File: config.mk
export PLATFORM = sky130hd
export DESIGN_NAME = pipo_load_scheduler
export DESIGN_NICKNAME = d
export VERILOG_FILES = /design/src/rtl/pipo_sched_pkg.sv /design/src/rtl/rr_arbiter.sv /design/src/rtl/pipo_load_scheduler.sv
export SDC_FILE = /design/constraint.sdc
export NUM_CORES = 1
export LEC_CHECK = 0
export BUFFER_PORTS_ARGS = -buffer_cell sky130_fd_sc_hd__buf_2
export CORE_ASPECT_RATIO = 1.2
export CORE_UTILIZATION = 50
export DETAILED_ROUTE_END_ITERATION = 8
export PLACE_DENSITY = 0.83
export SLEW_MARGIN = 10
export SYNTH_ARGS = -nofsm -noshare
export SYNTH_HDL_FRONTEND = slang
export SYNTH_SLANG_ARGS = --single-unit
File: constraint.sdc
create_clock -name clk -period 3.88 [get_ports clk]
set_clock_uncertainty 0.05 [all_clocks]
set_input_delay 0.388 -clock clk [delete_from_list [all_inputs] [get_ports clk]]
set_output_delay 0.388 -clock clk [all_outputs]
set_load 0.02 [all_outputs]
File: src/rtl/pipo_sched_pkg.sv
// Shared types and constants for the PIPO load scheduler.
package pipo_sched_pkg;

    typedef enum logic [1:0] {
        IDLE = 2'd0,
        LOAD = 2'd1,
        HOLD = 2'd2
    } state_e;

    localparam int HOLD_CNT_W = 4;

    function automatic int idx_width(input int n);
        return (n > 1) ? $clog2(n) : 1;
    endfunction

endpackage

File: src/rtl/rr_arbiter.sv
// Combinational round-robin pick: first set request at or above ptr, wrapping.
module rr_arbiter #(
    parameter int N_REQ = 4,
    parameter int IDX_W = 2
) (
    input  logic [N_REQ-1:0] req,
    input  logic [IDX_W-1:0] ptr,
    output logic [IDX_W-1:0] winner,
    output logic             any_req
);

    logic             found;
    logic [IDX_W-1:0] idx;
    int               sum;

    always_comb begin
        winner = '0;
        found  = 1'b0;
        idx    = '0;
        sum    = 0;
        for (int i = 0; i < N_REQ; i++) begin
            sum = int'(ptr) + i;
            if (sum >= N_REQ) begin
                sum = sum - N_REQ;
            end
            idx = IDX_W'(sum);
            if (!found && req[idx]) begin
                winner = idx;
                found  = 1'b1;
            end
        end
    end

    assign any_req = |req;

endmodule

File: src/rtl/pipo_load_scheduler.sv
// Round-robin load scheduler for one shared PIPO register with a settle gap after each load.
// Optional feature: define SKIP_SAME_EN to suppress reg_en when the byte equals the last load.
module pipo_load_scheduler
    import pipo_sched_pkg::*;
#(
    parameter int N_REQ       = 4,
    parameter int WIDTH       = 8,
    parameter int HOLD_CYCLES = 2
) (
    input  logic                          clk,
    input  logic                          rst,
    input  logic [N_REQ-1:0]              req,
    input  logic [N_REQ*WIDTH-1:0]        data_in,
    output logic [N_REQ-1:0]              ack,
    output logic                          reg_en,
    output logic [WIDTH-1:0]              reg_data,
    output logic [idx_width(N_REQ)-1:0]   grant_id,
    output logic                          busy
);

    localparam int IDX_W = idx_width(N_REQ);

    state_e                state_q, state_d;
    logic [IDX_W-1:0]      ptr_q, ptr_d;
    logic [HOLD_CNT_W-1:0] cnt_q, cnt_d;
    logic [IDX_W-1:0]      grant_id_q, grant_id_d;
    logic [WIDTH-1:0]      reg_data_q, reg_data_d;
    logic                  reg_en_q, reg_en_d;
    logic [N_REQ-1:0]      ack_q, ack_d;
    logic                  busy_q, busy_d;

    logic [IDX_W-1:0]      winner;
    logic                  any_req;
    logic [WIDTH-1:0]      sel_data;

`ifdef SKIP_SAME_EN
    logic [WIDTH-1:0]      shadow_q, shadow_d;
    logic                  shadow_vld_q, shadow_vld_d;
`endif

    rr_arbiter #(
        .N_REQ (N_REQ),
        .IDX_W (IDX_W)
    ) u_arb (
        .req     (req),
        .ptr     (ptr_q),
        .winner  (winner),
        .any_req (any_req)
    );

    assign sel_data = data_in[winner*WIDTH +: WIDTH];

    always_comb begin
        state_d    = state_q;
        ptr_d      = ptr_q;
        cnt_d      = cnt_q;
        grant_id_d = grant_id_q;
        reg_data_d = reg_data_q;
        reg_en_d   = 1'b0;
        ack_d      = '0;
        busy_d     = busy_q;
`ifdef SKIP_SAME_EN
        shadow_d     = shadow_q;
        shadow_vld_d = shadow_vld_q;
`endif
        case (state_q)
            IDLE: begin
                busy_d = 1'b0;
                if (any_req) begin
                    state_d    = LOAD;
                    grant_id_d = winner;
                    reg_data_d = sel_data;
                    ptr_d      = (winner == IDX_W'(N_REQ - 1)) ? '0 : winner + 1'b1;
                    ack_d      = N_REQ'(1) << winner;
                    busy_d     = 1'b1;
`ifdef SKIP_SAME_EN
                    reg_en_d     = !(shadow_vld_q && (sel_data == shadow_q));
                    shadow_d     = sel_data;
                    shadow_vld_d = 1'b1;
`else
                    reg_en_d   = 1'b1;
`endif
                end
            end
            LOAD: begin
                if (HOLD_CYCLES == 0) begin
                    state_d = IDLE;
                    busy_d  = 1'b0;
                end else begin
                    state_d = HOLD;
                    cnt_d   = HOLD_CNT_W'(HOLD_CYCLES - 1);
                    busy_d  = 1'b1;
                end
            end
            HOLD: begin
                if (cnt_q == '0) begin
                    state_d = IDLE;
                    busy_d  = 1'b0;
                end else begin
                    cnt_d = cnt_q - 1'b1;
                end
            end
            default: begin
                state_d = IDLE;
                busy_d  = 1'b0;
            end
        endcase
    end

    always_ff @(posedge clk or posedge rst) begin
        if (rst) begin
            state_q    <= IDLE;
            ptr_q      <= '0;
            cnt_q      <= '0;
            grant_id_q <= '0;
            reg_data_q <= '0;
            reg_en_q   <= 1'b0;
            ack_q      <= '0;
            busy_q     <= 1'b0;
        end else begin
            state_q    <= state_d;
            ptr_q      <= ptr_d;
            cnt_q      <= cnt_d;
            grant_id_q <= grant_id_d;
            reg_data_q <= reg_data_d;
            reg_en_q   <= reg_en_d;
            ack_q      <= ack_d;
            busy_q     <= busy_d;
        end
    end

`ifdef SKIP_SAME_EN
    always_ff @(posedge clk or posedge rst) begin
        if (rst) begin
            shadow_q     <= '0;
            shadow_vld_q <= 1'b0;
        end else begin
            shadow_q     <= shadow_d;
            shadow_vld_q <= shadow_vld_d;
        end
    end
`endif

    assign ack      = ack_q;
    assign reg_en   = reg_en_q;
    assign reg_data = reg_data_q;
    assign grant_id = grant_id_q;
    assign busy     = busy_q;

endmodule

-- After elaboration in Yosys (flattened, before gate mapping)
Index checks and enable logic that the tools add are counted.
- word-level logic and storage cells: 77
- output and inout port bits: 16
- register bits: 24
- bits of input ports: 38
- magnitude comparators: 8
- $add $sub $neg: 9
- shifts and indexed selects: 2
- equal/unequal tests: 6
- reduce and logical (&&, ||, !) cells: 13
- multiplexer cells: 31
- operator list (cell ; number):
    $shiftx A32 B6 Y8 ; 1
    $mux W2 ; 11
    $lt A2 B3 Y1 const B ; 4
    $mux W4 ; 3
    $mux W1 ; 10
    $ge A3 B3 Y1 const B ; 3
    $bmux W1 S2 ; 4
    $pmux W4 S2 ; 1
    $sub A2 B1 Y2 const B ; 4
    $add A2 B2 Y3 const B ; 2
    $ne A2 B2 Y1 const B ; 3
    $pmux W2 S3 ; 1
    $reduce_and A2 Y1 ; 3
    $eq A2 B2 Y1 const B ; 2
    $logic_not A4 Y1 ; 1
    $reduce_or A4 Y1 ; 1
    $shl A1 B2 Y4 const A ; 1
    $sub A4 B1 Y4 const B ; 1
    $add A2 B1 Y3 const B ; 1
    $ge A2 B3 Y1 const B ; 1
    $logic_and A1 B1 Y1 ; 3
    $logic_not A1 Y1 ; 3
    $pmux W1 S3 ; 1
    $add A2 B1 Y2 const B ; 1
    3 further kinds ; 3

-- Longest topological paths before layout
- word-level depth: 17
- gate-level depth with buffers: 8
- depth with buffers taken out: 7

-- Modules after synthesis
Synthesis repeated with hierarchy kept, for this count alone.
- cell total of the unflattened synthesis: 128
- area total of the unflattened synthesis: 1333.8 sq um
- modules (own cells, without submodules) (module ; cells an instance ; instances ; area each (sq um) ; sequential area each (sq um)):
    pipo_load_scheduler ; 113 ; 1 ; 1256.2 ; 600.6
    rr_arbiter ; 15 ; 1 ; 77.6 ; 0.0

-- Least setup slack after synthesis
Ideal clock, no wire load.
- kind: flip-flop to flip-flop
- from: register ptr_q[1]
- to: register ptr_q[0]
- buffers on the path: 1
- required time: 3735 ps
- cell stages (with the launch flop): 8
- slack: 2151 ps
- arrival time: 1584 ps
- clock period less this slack: 1729 ps
- library setup time: 95 ps
- path through: dfrtp_1 -> or2b_1 -> a21o_2 -> nand3_4 -> buf_12 -> inv_1 -> ha_1 -> o31ai_1
- longest elaborated chain between the ends: 16
- elaborated cells on any way between the ends: 39
- those cells by class: 8 x add/sub; 4 x order compare; 1 x eq/ne; 20 x mux; 6 x reduce/logical
- ends and longest elaborated chain (item ; line ; RTL):
    start: declaration ; pipo_load_scheduler.sv:24 ; logic [IDX_W-1:0] ptr_q, ptr_d;
    start signal: assignment ; pipo_load_scheduler.sv:122 ; ptr_q <= ptr_d;
    branches (longest 13 deep; another with $add A2 B1 Y3) ; -- ;
    $mux W2 * ; rr_arbiter.sv:27 ; if (!found && req[idx]) begin
    $add A2 B1 Y2 / $eq A2 B2 Y1 (equally long branches) ; pipo_load_scheduler.sv:73 ; ptr_d = (winner == IDX_W'(N_REQ - 1)) ? '0 : winner + 1'b1;
    $mux W2 * ; pipo_load_scheduler.sv:73 ;
Mark *: on every way between the ends. The select of a mux whose other input is x is not followed.
A chain may end at the register's enable or synchronous reset.

-- Final worst setup path
- from: register state_q[0]
- to: register reg_data_q[1], in the netlist reg_data[1]
- longest elaborated chain between the ends: 2
- ends and longest elaborated chain (item ; line ; RTL):
    start: declaration ; pipo_load_scheduler.sv:23 ; state_e state_q, state_d;
    start signal: assignment ; pipo_load_scheduler.sv:121 ; state_q <= state_d;
    $logic_not A2 Y1 ; pipo_load_scheduler.sv:66 ; case (state_q)
    $reduce_and A2 Y1 (no line) ; -- ;
    end signal: assignment ; pipo_load_scheduler.sv:125 ; reg_data_q <= reg_data_d;
    end: declaration ; pipo_load_scheduler.sv:27 ; logic [WIDTH-1:0] reg_data_q, reg_data_d;
No other way between the ends.

==> flow_metrics.env <==
export IMPL_status="complete, no violations"
export IMPL_die_w_um=48.3
export IMPL_endpoint_kind="register"
export IMPL_crit_path_start_kind="register"
export IMPL_fin_nets=221
export IMPL_rows=19
export IMPL_critPathKind="register to register"
export IMPL_cts_resized=0
export IMPL_ioPinCount=54
export IMPL_area_growth_pct=23.3
export IMPL_grt_pass1_vias=1091
export IMPL_drv_slew=0
export IMPL_fin_crit_sh_pct=57.6
export IMPL_synth_area_leaders="dfrtp_1, mux2i_1, a221oi_1, a211oi_1, and2_1"
export IMPL_yosysTopAreaCellShare_pct=46.6
export IMPL_power_density_nw_per_um2=728
export IMPL_antenna_found_initial=0
export IMPL_initialDrtViolationCount=17
export IMPL_drive_gt1_share_pct=34.4
export IMPL_p_leak_uw=0.000812
export IMPL_diodes=0
export IMPL_hold_viol_final=0
export IMPL_syn_avg_cell_area_um2=10.1
export IMPL_pre_cts_ws_ns=1.55
export IMPL_avgRoutedWirePerCell_um=13.5
export IMPL_clk_pin_slew_worst_paths_ns=0.13
export IMPL_post_cts_setup_buffer_count=0
export IMPL_min_period_ns=2.24
export IMPL_min_delay_path_class="input port to async pin"
export IMPL_dr_pass1_iters=4
export IMPL_finalWeightedCongestion=0.775
export IMPL_rsz0062_at_grt="no"
export IMPL_h_tree_depth=1
export IMPL_power_uw=1160
export IMPL_ctsHoldBuffers=0
export IMPL_worstPathRequired_ns=4.01
export IMPL_grt_max_degree=25
export IMPL_syn_nets=167
export IMPL_core_area_um2=2350
export IMPL_initial_core_util_pct=54.7
export IMPL_yosysSeqAreaShare_pct=46.6
export IMPL_worstMarginPinSlew_ns=0.868
export IMPL_ys_flop_type="dfrtp_1"
export IMPL_crit_arrival_ns=2.37
export IMPL_vias_per_cell=5.53
export IMPL_netlist_top_cell_by_area="dfrtp_1"
export IMPL_grt_first_pass_wirelength_um=4670
export IMPL_yosys_top_cells_count="dfrtp_1, nand2_1, nor2_1"
export IMPL_crit_fanout=12
export IMPL_timing_max_cap_violations=0
export IMPL_synth_seq_cells=24
export IMPL_tns_ns=0
export IMPL_synth_most_common_cell="dfrtp_1"
export IMPL_vias=1166
export IMPL_drt_wl_total_um=2850
export IMPL_synthArstFlopShare_pct=100
export IMPL_synth_edff_count=0
export IMPL_setup_violations=0
export IMPL_io_buffers=53
export IMPL_dp_cells=207
export IMPL_hpwl_um=2250
export IMPL_cts_buffers=3
export IMPL_instances_no_fill=211
export IMPL_die_h_um=57.6
export IMPL_synth_cells=127
export IMPL_fill_cells=196
export IMPL_clk_root_buffer_cell="clkbuf_4"
export IMPL_cts_buffer_depth=2
export IMPL_grt_overflow_total=0
export IMPL_setup_ws_ns=1.64
export IMPL_ys_warnings_count=0
export IMPL_clkLatencyLatePin_ns=0.31
export IMPL_dieArea_um2=2780
export IMPL_fin_hold_ws_ns=0.178
export IMPL_ant_nets=0
export IMPL_netlist_area_um2=1290
export IMPL_gr_usage_all_layers_pct=22.2
export IMPL_vdd_drop_max_mv=0.419
export IMPL_max_freq_ghz=0.447
export IMPL_slew_headroom_pct=42.1
export IMPL_synth_cell_types=34
export IMPL_cts_num_sinks=24
export IMPL_cts_tree="built"
export IMPL_post_route_drc_count=0
==> cell usage in the layout (no fill, tap or decap) <==
cell type,count
nand3_4,1
ha_1,2
and2_1,9
o21a_1,2
clkbuf_8,1
o21bai_1,1
nand2_1,12
dfrtp_1,24
xnor2_1,1
mux2i_1,9
a21o_2,2
nor2_1,11
nor4_1,2
or2_4,1
buf_2,53
and2_0,1
o21ai_0,4
a21o_1,1
nand3b_1,1
clkbuf_4,3
inv_1,8
a221oi_1,8
nor2b_1,2
o31ai_1,1
nand2b_1,1
or2b_1,1
nand3_1,1
a21boi_0,1
a211oi_1,8
nor3_1,2
o211ai_2,1
a32o_1,1
a21oi_1,3
or3_1,1
==> sequential cells by signal (all words and copies together) (netlist names) <==
signal and cells:
state_q 2, busy 1, grant_id 2, reg_data 8, reg_en 1, ptr_q 2
cnt_q 4, ack 4
==> through the flow <==
| step | utilization [%] | instance area (µm²) |
|---|---|---|
| finish | 67.5 | 1590 |
| global route | 67.5 | 1590 |
| CTS | 67.5 | 1590 |
| detailed placement | 65.9 | 1550 |
| global placement | 65.9 | 1550 |
| floorplan | - | 1290 |
==> critical path, cell delays in order, from the launching register on <==
cell and delay, ns:
dfrtp_1 0.45, or3_1 0.54, inv_1 0.35, o211ai_2 0.30
a221oi_1 0.32, a211oi_1 0.09
==> worst paths after layout <==
check	from	endpoint	slack (ns)	cells after the start
max	state_q[0]	reg_data[1]	1.64	5
min reg2reg	cnt_q[0]	cnt_q[0]	0.46	1
min in group clk	data_in[12]	reg_data[4]	0.34	3
max reg2reg	state_q[0]	reg_data[1]	1.64	5
min	rst	reg_data[3]	0.18	2
max in group asynchronous	rst	ack[2]	3.08	2
==> where the power goes <==
group,switching [µW],internal [µW]
registers,79.8,360
logic,363,220
clock network,75.0,57.4
==> cells by family after synthesis <==
| group | Yosys count | share of synthesized area [%] |
|---|---|---|
| adder cells (fa/ha/maj) | 2 | 1.94 |
| buffers and inverters | 12 | 5.44 |
| AND/OR/NAND/NOR | 46 | 18.9 |
| multiplexers | 9 | 7.00 |
| flip-flops | 24 | 46.6 |
| AO/OA/AOI/OAI | 33 | 19.4 |
| XOR/XNOR | 1 | 0.680 |
==> layer usage <==
metal	up-vias	GRT usage [%]	part of all wire [%]
met5	-	0	0
met4	0	11.3	2.0
met3	6	2.67	5.9
met2	54	40.2	52
met1	545	25.9	40
li1	561	-	-
==> area by class of cell <==
| class | instances | area [µm²] | share of cell area (%) |
|---|---|---|---|
| Timing Repair Buffer | 53 | 265 | 16.7 |
| Tap cell | 31 | 38.8 | 2.44 |
| Sequential cell | 24 | 601 | 37.8 |
| Clock buffer | 4 | 36.3 | 2.29 |
| Inverter | 8 | 30.0 | 1.89 |
| Multi-Input combinational cell | 91 | 617 | 38.8 |
Note: power is estimated with default switching activity, not from simulation.
